File: config.mk
export PLATFORM = sky130hd
export DESIGN_NAME = instr_ram_arbiter
export DESIGN_NICKNAME = d
export VERILOG_FILES = /design/src/rtl/instr_ram_arbiter.sv
export SDC_FILE = /design/constraint.sdc
export NUM_CORES = 1
export LEC_CHECK = 0
export ABC_AREA = 1
export BUFFER_PORTS_ARGS = -buffer_cell sky130_fd_sc_hd__buf_2
export CAP_MARGIN = 10
export CORE_AREA = 2 2 90 92
export DETAILED_ROUTE_END_ITERATION = 7
export DIE_AREA = 0 0 92 94
export SLEW_MARGIN = 20
export SYNTH_ARGS = -nofsm -noshare
export SYNTH_HDL_FRONTEND = slang
export SYNTH_SLANG_ARGS = --single-unit
File: constraint.sdc
create_clock -name clk -period 1.7 [get_ports clk]
set_input_delay 0.085 -clock clk [delete_from_list [all_inputs] [get_ports clk]]
set_output_delay 0.085 -clock clk [all_outputs]
set_load 0.01 [all_outputs]
File: src/rtl/instr_ram_arbiter.sv
// Instruction RAM arbiter: shares one single-port instruction memory between
// the core fetch port (p0) and a bus/debug port (p1). p1 has default priority;
// a bounded starvation counter guarantees p0 forward progress. Responses are
// routed back one cycle after the grant using a registered owner flag.
//
// owner state table
//   state    | meaning
//   OWN_NONE | no access issued last cycle, no response this cycle
//   OWN_P0   | p0 was granted last cycle, p0 response this cycle
//   OWN_P1   | p1 was granted last cycle, p1 response this cycle
module instr_ram_arbiter #(
  parameter int ADDR_WIDTH   = 17,
  parameter int STARVE_LIMIT = 4
) (
  input  logic                  clk,
  input  logic                  rst_n,

  input  logic                  p0_req_i,
  input  logic [ADDR_WIDTH-1:0] p0_addr_i,
  output logic                  p0_gnt_o,
  output logic                  p0_rvalid_o,
  output logic [31:0]           p0_rdata_o,

  input  logic                  p1_req_i,
  input  logic [ADDR_WIDTH-1:0] p1_addr_i,
  input  logic                  p1_we_i,
  input  logic [3:0]            p1_be_i,
  input  logic [31:0]           p1_wdata_i,
  output logic                  p1_gnt_o,
  output logic                  p1_rvalid_o,
  output logic [31:0]           p1_rdata_o,

  output logic                  mem_en_o,
  output logic [ADDR_WIDTH-1:0] mem_addr_o,
  output logic                  mem_we_o,
  output logic [3:0]            mem_be_o,
  output logic [31:0]           mem_wdata_o,
  input  logic [31:0]           mem_rdata_i
);

  typedef enum logic [1:0] {
    OWN_NONE = 2'd0,
    OWN_P0   = 2'd1,
    OWN_P1   = 2'd2
  } owner_e;

  localparam logic [3:0] LIMIT = 4'(STARVE_LIMIT);

  logic [3:0] starve_cnt;
  logic       starved;
  logic       p0_wins;
  owner_e     owner_q;
  owner_e     owner_d;

  assign starved = (starve_cnt == LIMIT);

  // p0 wins when it is alone or has been denied STARVE_LIMIT times in a row
  always_comb begin
    p0_wins  = p0_req_i & (~p1_req_i | starved);
    p0_gnt_o = rst_n & p0_wins;
    p1_gnt_o = rst_n & p1_req_i & ~p0_wins;
    mem_en_o = p0_gnt_o | p1_gnt_o;
  end

  // Memory request mux; all fields are zero when idle so the bus is quiet
  always_comb begin
    mem_addr_o  = '0;
    mem_we_o    = 1'b0;
    mem_be_o    = 4'h0;
    mem_wdata_o = 32'h0;
    if (p0_gnt_o) begin
      mem_addr_o  = p0_addr_i;
      mem_we_o    = 1'b0;
      mem_be_o    = 4'hF;
      mem_wdata_o = 32'h0;
    end else if (p1_gnt_o) begin
      mem_addr_o  = p1_addr_i;
      mem_we_o    = p1_we_i;
      mem_be_o    = p1_be_i;
      mem_wdata_o = p1_wdata_i;
    end
  end

  // Starvation counter: counts consecutive denied p0 cycles, saturates at the limit
  always_ff @(posedge clk) begin
    if (!rst_n) begin
      starve_cnt <= 4'd0;
    end else if (!p0_req_i || p0_gnt_o) begin
      starve_cnt <= 4'd0;
    end else if (!starved) begin
      starve_cnt <= starve_cnt + 4'd1;
    end
  end

  // Owner state register
  always_ff @(posedge clk) begin
    if (!rst_n) begin
      owner_q <= OWN_NONE;
    end else begin
      owner_q <= owner_d;
    end
  end

  // Owner next state: follows whichever port was granted this cycle
  always_comb begin
    owner_d = OWN_NONE;
    if (p0_gnt_o) begin
      owner_d = OWN_P0;
    end else if (p1_gnt_o) begin
      owner_d = OWN_P1;
    end
  end

  // Response routing; reset in the response cycle kills the pending rvalid
  always_comb begin
    p0_rvalid_o = rst_n & (owner_q == OWN_P0);
    p1_rvalid_o = rst_n & (owner_q == OWN_P1);
    p0_rdata_o  = mem_rdata_i;
    p1_rdata_o  = mem_rdata_i;
  end

endmodule

=== Word level (Yosys, flattened, before mapping) ===
Cells that the tools add are included.

* Register bits after elaboration: 6
* Input bits: 107
* Output and inout port bits: 123
* Logic and storage cells: 32

* Add/subtract/negate cells: 1
* Eq/ne operators: 3
* Multiplexer cells: 10
* Bitwise logic cells: 11
* Reduce and logical (&&, ||, !) cells: 4

{| class="wikitable"
|+ Operator list
! kind !! count
|-
| 32-bit two-way mux || 2
|-
| 17-bit two-way mux || 2
|-
| 4-bit two-way mux || 2
|-
| 1-bit bitwise AND || 6
|-
| 4-bit by 1-bit adder with 4-bit output (second input constant) || 1
|-
| 4-bit by 3-bit equality test with 1-bit output (second input constant) || 1
|-
| 2-bit OR reduction || 2
|-
| 1-bit two-way mux || 3
|-
| 1-bit NOT || 3
|-
| 2-bit by 1-bit equality test with 1-bit output (second input constant) || 1
|-
| 2-bit equality test (second input constant) || 1
|-
| 2-bit two-way mux || 1
|-
| 1-bit bitwise OR || 2
|-
| 1-bit logical NOT || 1
|-
| 1-bit logical OR || 1
|}

=== Longest topological paths before layout ===
* Depth in word-level cells: 7
* Mapped depth: 7
* Gate-level depth less buffers: 6

=== Least setup slack after synthesis ===
No wires, ideal clock.

* Kind: reg2out
* Start: register starve_cnt[0]
* End: output mem_wdata_o[23]
* Data arrival time: 1189 ps
* Data required time: 1615 ps
* Path slack: 426 ps
* Cell stages (with the launch flop): 7
* Cell sequence: dfxtp_1 -> inv_1 -> ha_1 -> nand4_2 -> nand2_2 -> buf_6 -> nor2_1

* Longest elaborated chain between the ends: 7
* Elaborated cells between the ends (all ways): 8

{| class="wikitable"
|+ Ends and longest elaborated chain
! what !! line !! source
|-
| from (decl) || 49 || <nowiki>logic [3:0] starve_cnt;</nowiki>
|-
| from (signal assigned) || 91 || <nowiki>starve_cnt <= starve_cnt + 4'd1;</nowiki>
|-
| 4-bit by 3-bit equality test with 1-bit output (*) || 55 || <nowiki>assign starved = (starve_cnt == LIMIT);</nowiki>
|-
| 1-bit bitwise OR (*) || 59 || <nowiki>p0_wins = p0_req_i & (~p1_req_i | starved);</nowiki>
|-
| 1-bit bitwise AND (*) || 59 ||
|-
| 1-bit NOT || 61 || <nowiki>p1_gnt_o = rst_n & p1_req_i & ~p0_wins;</nowiki>
|-
| 1-bit bitwise AND || 61 ||
|-
| 32-bit two-way mux || 76 || <nowiki>end else if (p1_gnt_o) begin</nowiki>
|-
| 32-bit two-way mux (*) || 71 || <nowiki>if (p0_gnt_o) begin</nowiki>
|-
| to (decl) || 37 || <nowiki>output logic [31:0] mem_wdata_o,</nowiki>
|}

Mark *: on every way between the ends. The rest lies on a longest branch, timed or not.

=== Worst setup path after layout ===
* Start: register starve_cnt[0]
* End: output mem_wdata_o[30]

Same word-level chain as after synthesis.

==> results list <==
- Status: finished clean
- Count of unresolved DRC violations after routing: 0
* Cell count of the worst hold path: 0
- Post-cts sizing count: 1
- The repair_antennas step left the layout with diodes totalling 0.
* Reported leakage power: 1.21 nW
* Die H: between 90 and 100 microns
- Cell accounting for the most synthesized area: sky130_fd_sc_hd__buf_4
* Max transition margin: around three quarters
- Pin placement for this block handled 230 I/O pins.
- In this run the critical register-to-register path is captured at owner_q[1]$_SDFF_PP0_.
- Unrepaired setup endpoints after global routing: yes
* Mean instance size in the synthesized netlist: 5.76 sq um
* Async S/R FF share, synth: 0%
- Clock tree skew after final layout: 0.00116 ns
- The worst hold path terminates at p1_rdata_o[18].
* Final setup viols: 0
- Vias after detailed routing: 1565
- FILL cells: between 800 and 900
- Number of nets with antenna violations after detailed routing: 0
- Critical path capture point type: output pin
* Highest ir drop seen on vdd: 0.000148 V
- FP Rows: 32
* Clock-pin slew on the worst setup and hold paths: 0.04 ns
- Entering global routing, the biggest net connects 36 pins.
- CTS tree: built
- Critical path data arrival time: 1.54 ns
* Ys flop type: sky130_fd_sc_hd__dfxtp_1
- Wire length of the first global-routing pass: approximately 5600 microns
* Total nets after synthesis: 348
- After detailed routing, the number of vias per cell comes to 3.85.
- For this design the ratio of total power to cell area is 384 nW/um^2.
- The initial antenna violation count was 0.
- The cell sitting at the root of the clock tree is a sky130_fd_sc_hd__clkbuf_8.
- Dividing the detail-routed wire length by the instance count gives ~9.5 microns.
* Number of global-route vias before repair: 1326
* Final hold violation count: 0
- Area of the die: 8650 sq um
- Across the run, the number of max-cap violations was 0.
* Synth top area cells: sky130_fd_sc_hd__buf_4 (35%), sky130_fd_sc_hd__nand3_1 (15%), sky130_fd_sc_hd__inv_1 (11%)
* Design area: 1720 sq um
- CP required: 1.62 ns
- In this run the cell area of the synthesized design comes to 1380 sq um.
- Time the final worst path needs with I/O delays and setup: 1.62 ns
* Setup Crit Path Kind: flip-flop to output pin
* DRC marker count from the first detailed-route iteration: 16
- The critical path starts at starve_cnt[0]$_SDFFE_PP0N_.
- After clock tree synthesis, the setup repair step added 0 buffers.
- The initial utilization of the core area, before any placement, comes to 18.1%.
- Core footprint: 7610 sq um
- The number of max-slew violations in the final report was 0.
- Slew @ Worst Pin: roughly 0.37 ns
- Input and output buffers added on the ports amount to 133.
- Highest net fanout along the worst path: 35
- The number of clock buffers added by TritonCTS is 3.
- Hold Crit Start: mem_rdata_i[18]
- Synthesis-to-finish area growth: 24.9%
- Summed over all layers, the routed wires come to 3860 microns.
* Worst-case clock buffer depth: 2
- Gate count of the mapped netlist: 239
* Dominant cell by count in the synthesized netlist: sky130_fd_sc_hd__buf_4
- Synthesis inferred 6 register bits.
- The clock drives 6 sinks.
- Overall global routing resource usage: 7.92%
* Global placer's final weighted congestion: 0.711
- Across all register-to-register paths, the minimum setup slack is 0.47 ns.
- The startpoint identified for the worst register-to-register timing path is starve_cnt[0]$_SDFFE_PP0N_.
- Fin crit share: 95.6%
- Level count of the clock H-tree: 1
* Post-CTS Hold Fix Bufs: 0
- Synth top cells by count: sky130_fd_sc_hd__buf_4 (65), sky130_fd_sc_hd__inv_1 (40), sky130_fd_sc_hd__nand3_1 (40), sky130_fd_sc_hd__nor2_1 (39), sky130_fd_sc_hd__nand2_1 (29)
* Global-route congestion overflow total: 0
- Number of detailed-routing iterations run before antenna repair: 4
* Share of cells above drive strength 1: a little under half
- Detailed Place HPWL: 3270 microns
- Post-synth cell types: 19
* EDFF count, synth: 0
* Chip width: about 92 microns
- For the worst-skew pair, the clock arrives at the later sink with an insertion delay of 0.22 ns.
- Worst r2r path cells: 6
* Worst min-delay path category: input pin to output pin
* Count of nets after finishing: 416
- For this run, the share of the core covered by cells in the final layout is 22.6%.
- Derived from the worst setup path, the maximum achievable clock frequency is 615 MHz.
- Summing all placed instances gives a cell area of around 1700 sq um.
* Synth Warn #: 0
- Type of element launching the critical path: flip-flop
- Post-synthesis sequential area ratio: 8.73%
- Portion of synthesized cell area occupied by the leading cell type: ~35%
-- cell families after synthesis --
| logic type | synth area share, % |
|---|---|
| buffers and inverters | 51.6 |
| AND/OR/NAND/NOR | 36.5 |
| flip-flops | 8.73 |
| AO/OA/AOI/OAI | 0.727 |
| adder cells (fa/ha/maj) | 1.82 |
| XOR/XNOR | 0.636 |
-- critical path: stages, from the launching register on --
cell                      delay (ns)
sky130_fd_sc_hd__dfxtp_1        0.37
sky130_fd_sc_hd__inv_1          0.06
sky130_fd_sc_hd__ha_2           0.21
sky130_fd_sc_hd__nand4_2        0.14
sky130_fd_sc_hd__nand2_2        0.08
sky130_fd_sc_hd__buf_12         0.17
sky130_fd_sc_hd__nor2_1         0.12
sky130_fd_sc_hd__buf_2          0.15
-- report_power, final --
part,switching (mW),internal (mW)
clock network,0.0607,0.152
logic,0.156,0.144
registers,0.00224,0.145
-- final cells by class --
cell class                 instances  area, sq um  area share [%]
sequential                         6          120            6.99
tap                              102          128            7.42
clock buffer                       3         41.3            2.40
inverter                          42          158            9.17
timing repair buffer             136          713            41.5
multi-input combinational        118          559            32.5
-- layout by cell type, fill, tap and decap left out, types with 2 or more instances in the layout --
cell,n
sky130_fd_sc_hd__nor2_1,39
sky130_fd_sc_hd__inv_1,40
sky130_fd_sc_hd__clkbuf_8,3
sky130_fd_sc_hd__nand2_2,2
sky130_fd_sc_hd__dfxtp_1,6
sky130_fd_sc_hd__nand2_1,28
sky130_fd_sc_hd__buf_2,133
sky130_fd_sc_hd__buf_12,2
sky130_fd_sc_hd__nand3_1,40
-- stage by stage --
| step | hold WS (ns) | worst slack, ns | power [mW] | setup TNS, ns | std cells |
|---|---|---|---|---|---|
| 6_report | 0.170 | 0.0750 | 0.660 | 0 | 407 |
| 5_1_grt | 0.170 | -0.000737 | 0.721 | -0.000737 | 407 |
| 4_1_cts | 0.170 | 0.00881 | 0.676 | 0 | 407 |
| 3_5_place_dp | 0.170 | 0.240 | 0.451 | 0 | 404 |
| 3_3_place_gp | 0.170 | 0.300 | 0.446 | 0 | 404 |
| 2_1_floorplan | 0.257 | 0.426 | 0.448 | 0 | 239 |
-- metal layers --
layer	part of all wire [%]	wire length, microns	GRT usage [%]	vias up
li1	-	-	-	783
met1	34	1320	7.78	644
met2	47	1830	14.4	104
met3	12	462	2.17	34
met4	6.2	241	5.60	0
met5	0	0	0	-
-- worst max-delay path by stage --
stage               cells past startpoint  slack, ns               to
CTS                                     7      0.009   mem_addr_o[15]
finish                                  7       0.08  mem_wdata_o[30]
global route                            7    -0.0007      mem_be_o[2]
floorplan                               6       0.43  mem_wdata_o[23]
global placement                        7       0.30    mem_addr_o[0]
detailed placement                      7       0.24      mem_be_o[2]
-- sequential cells by signal, summed over array words and instances (netlist names) --
signal and count:
owner_q 2, starve_cnt 4
(Power assumes the default switching activity.)
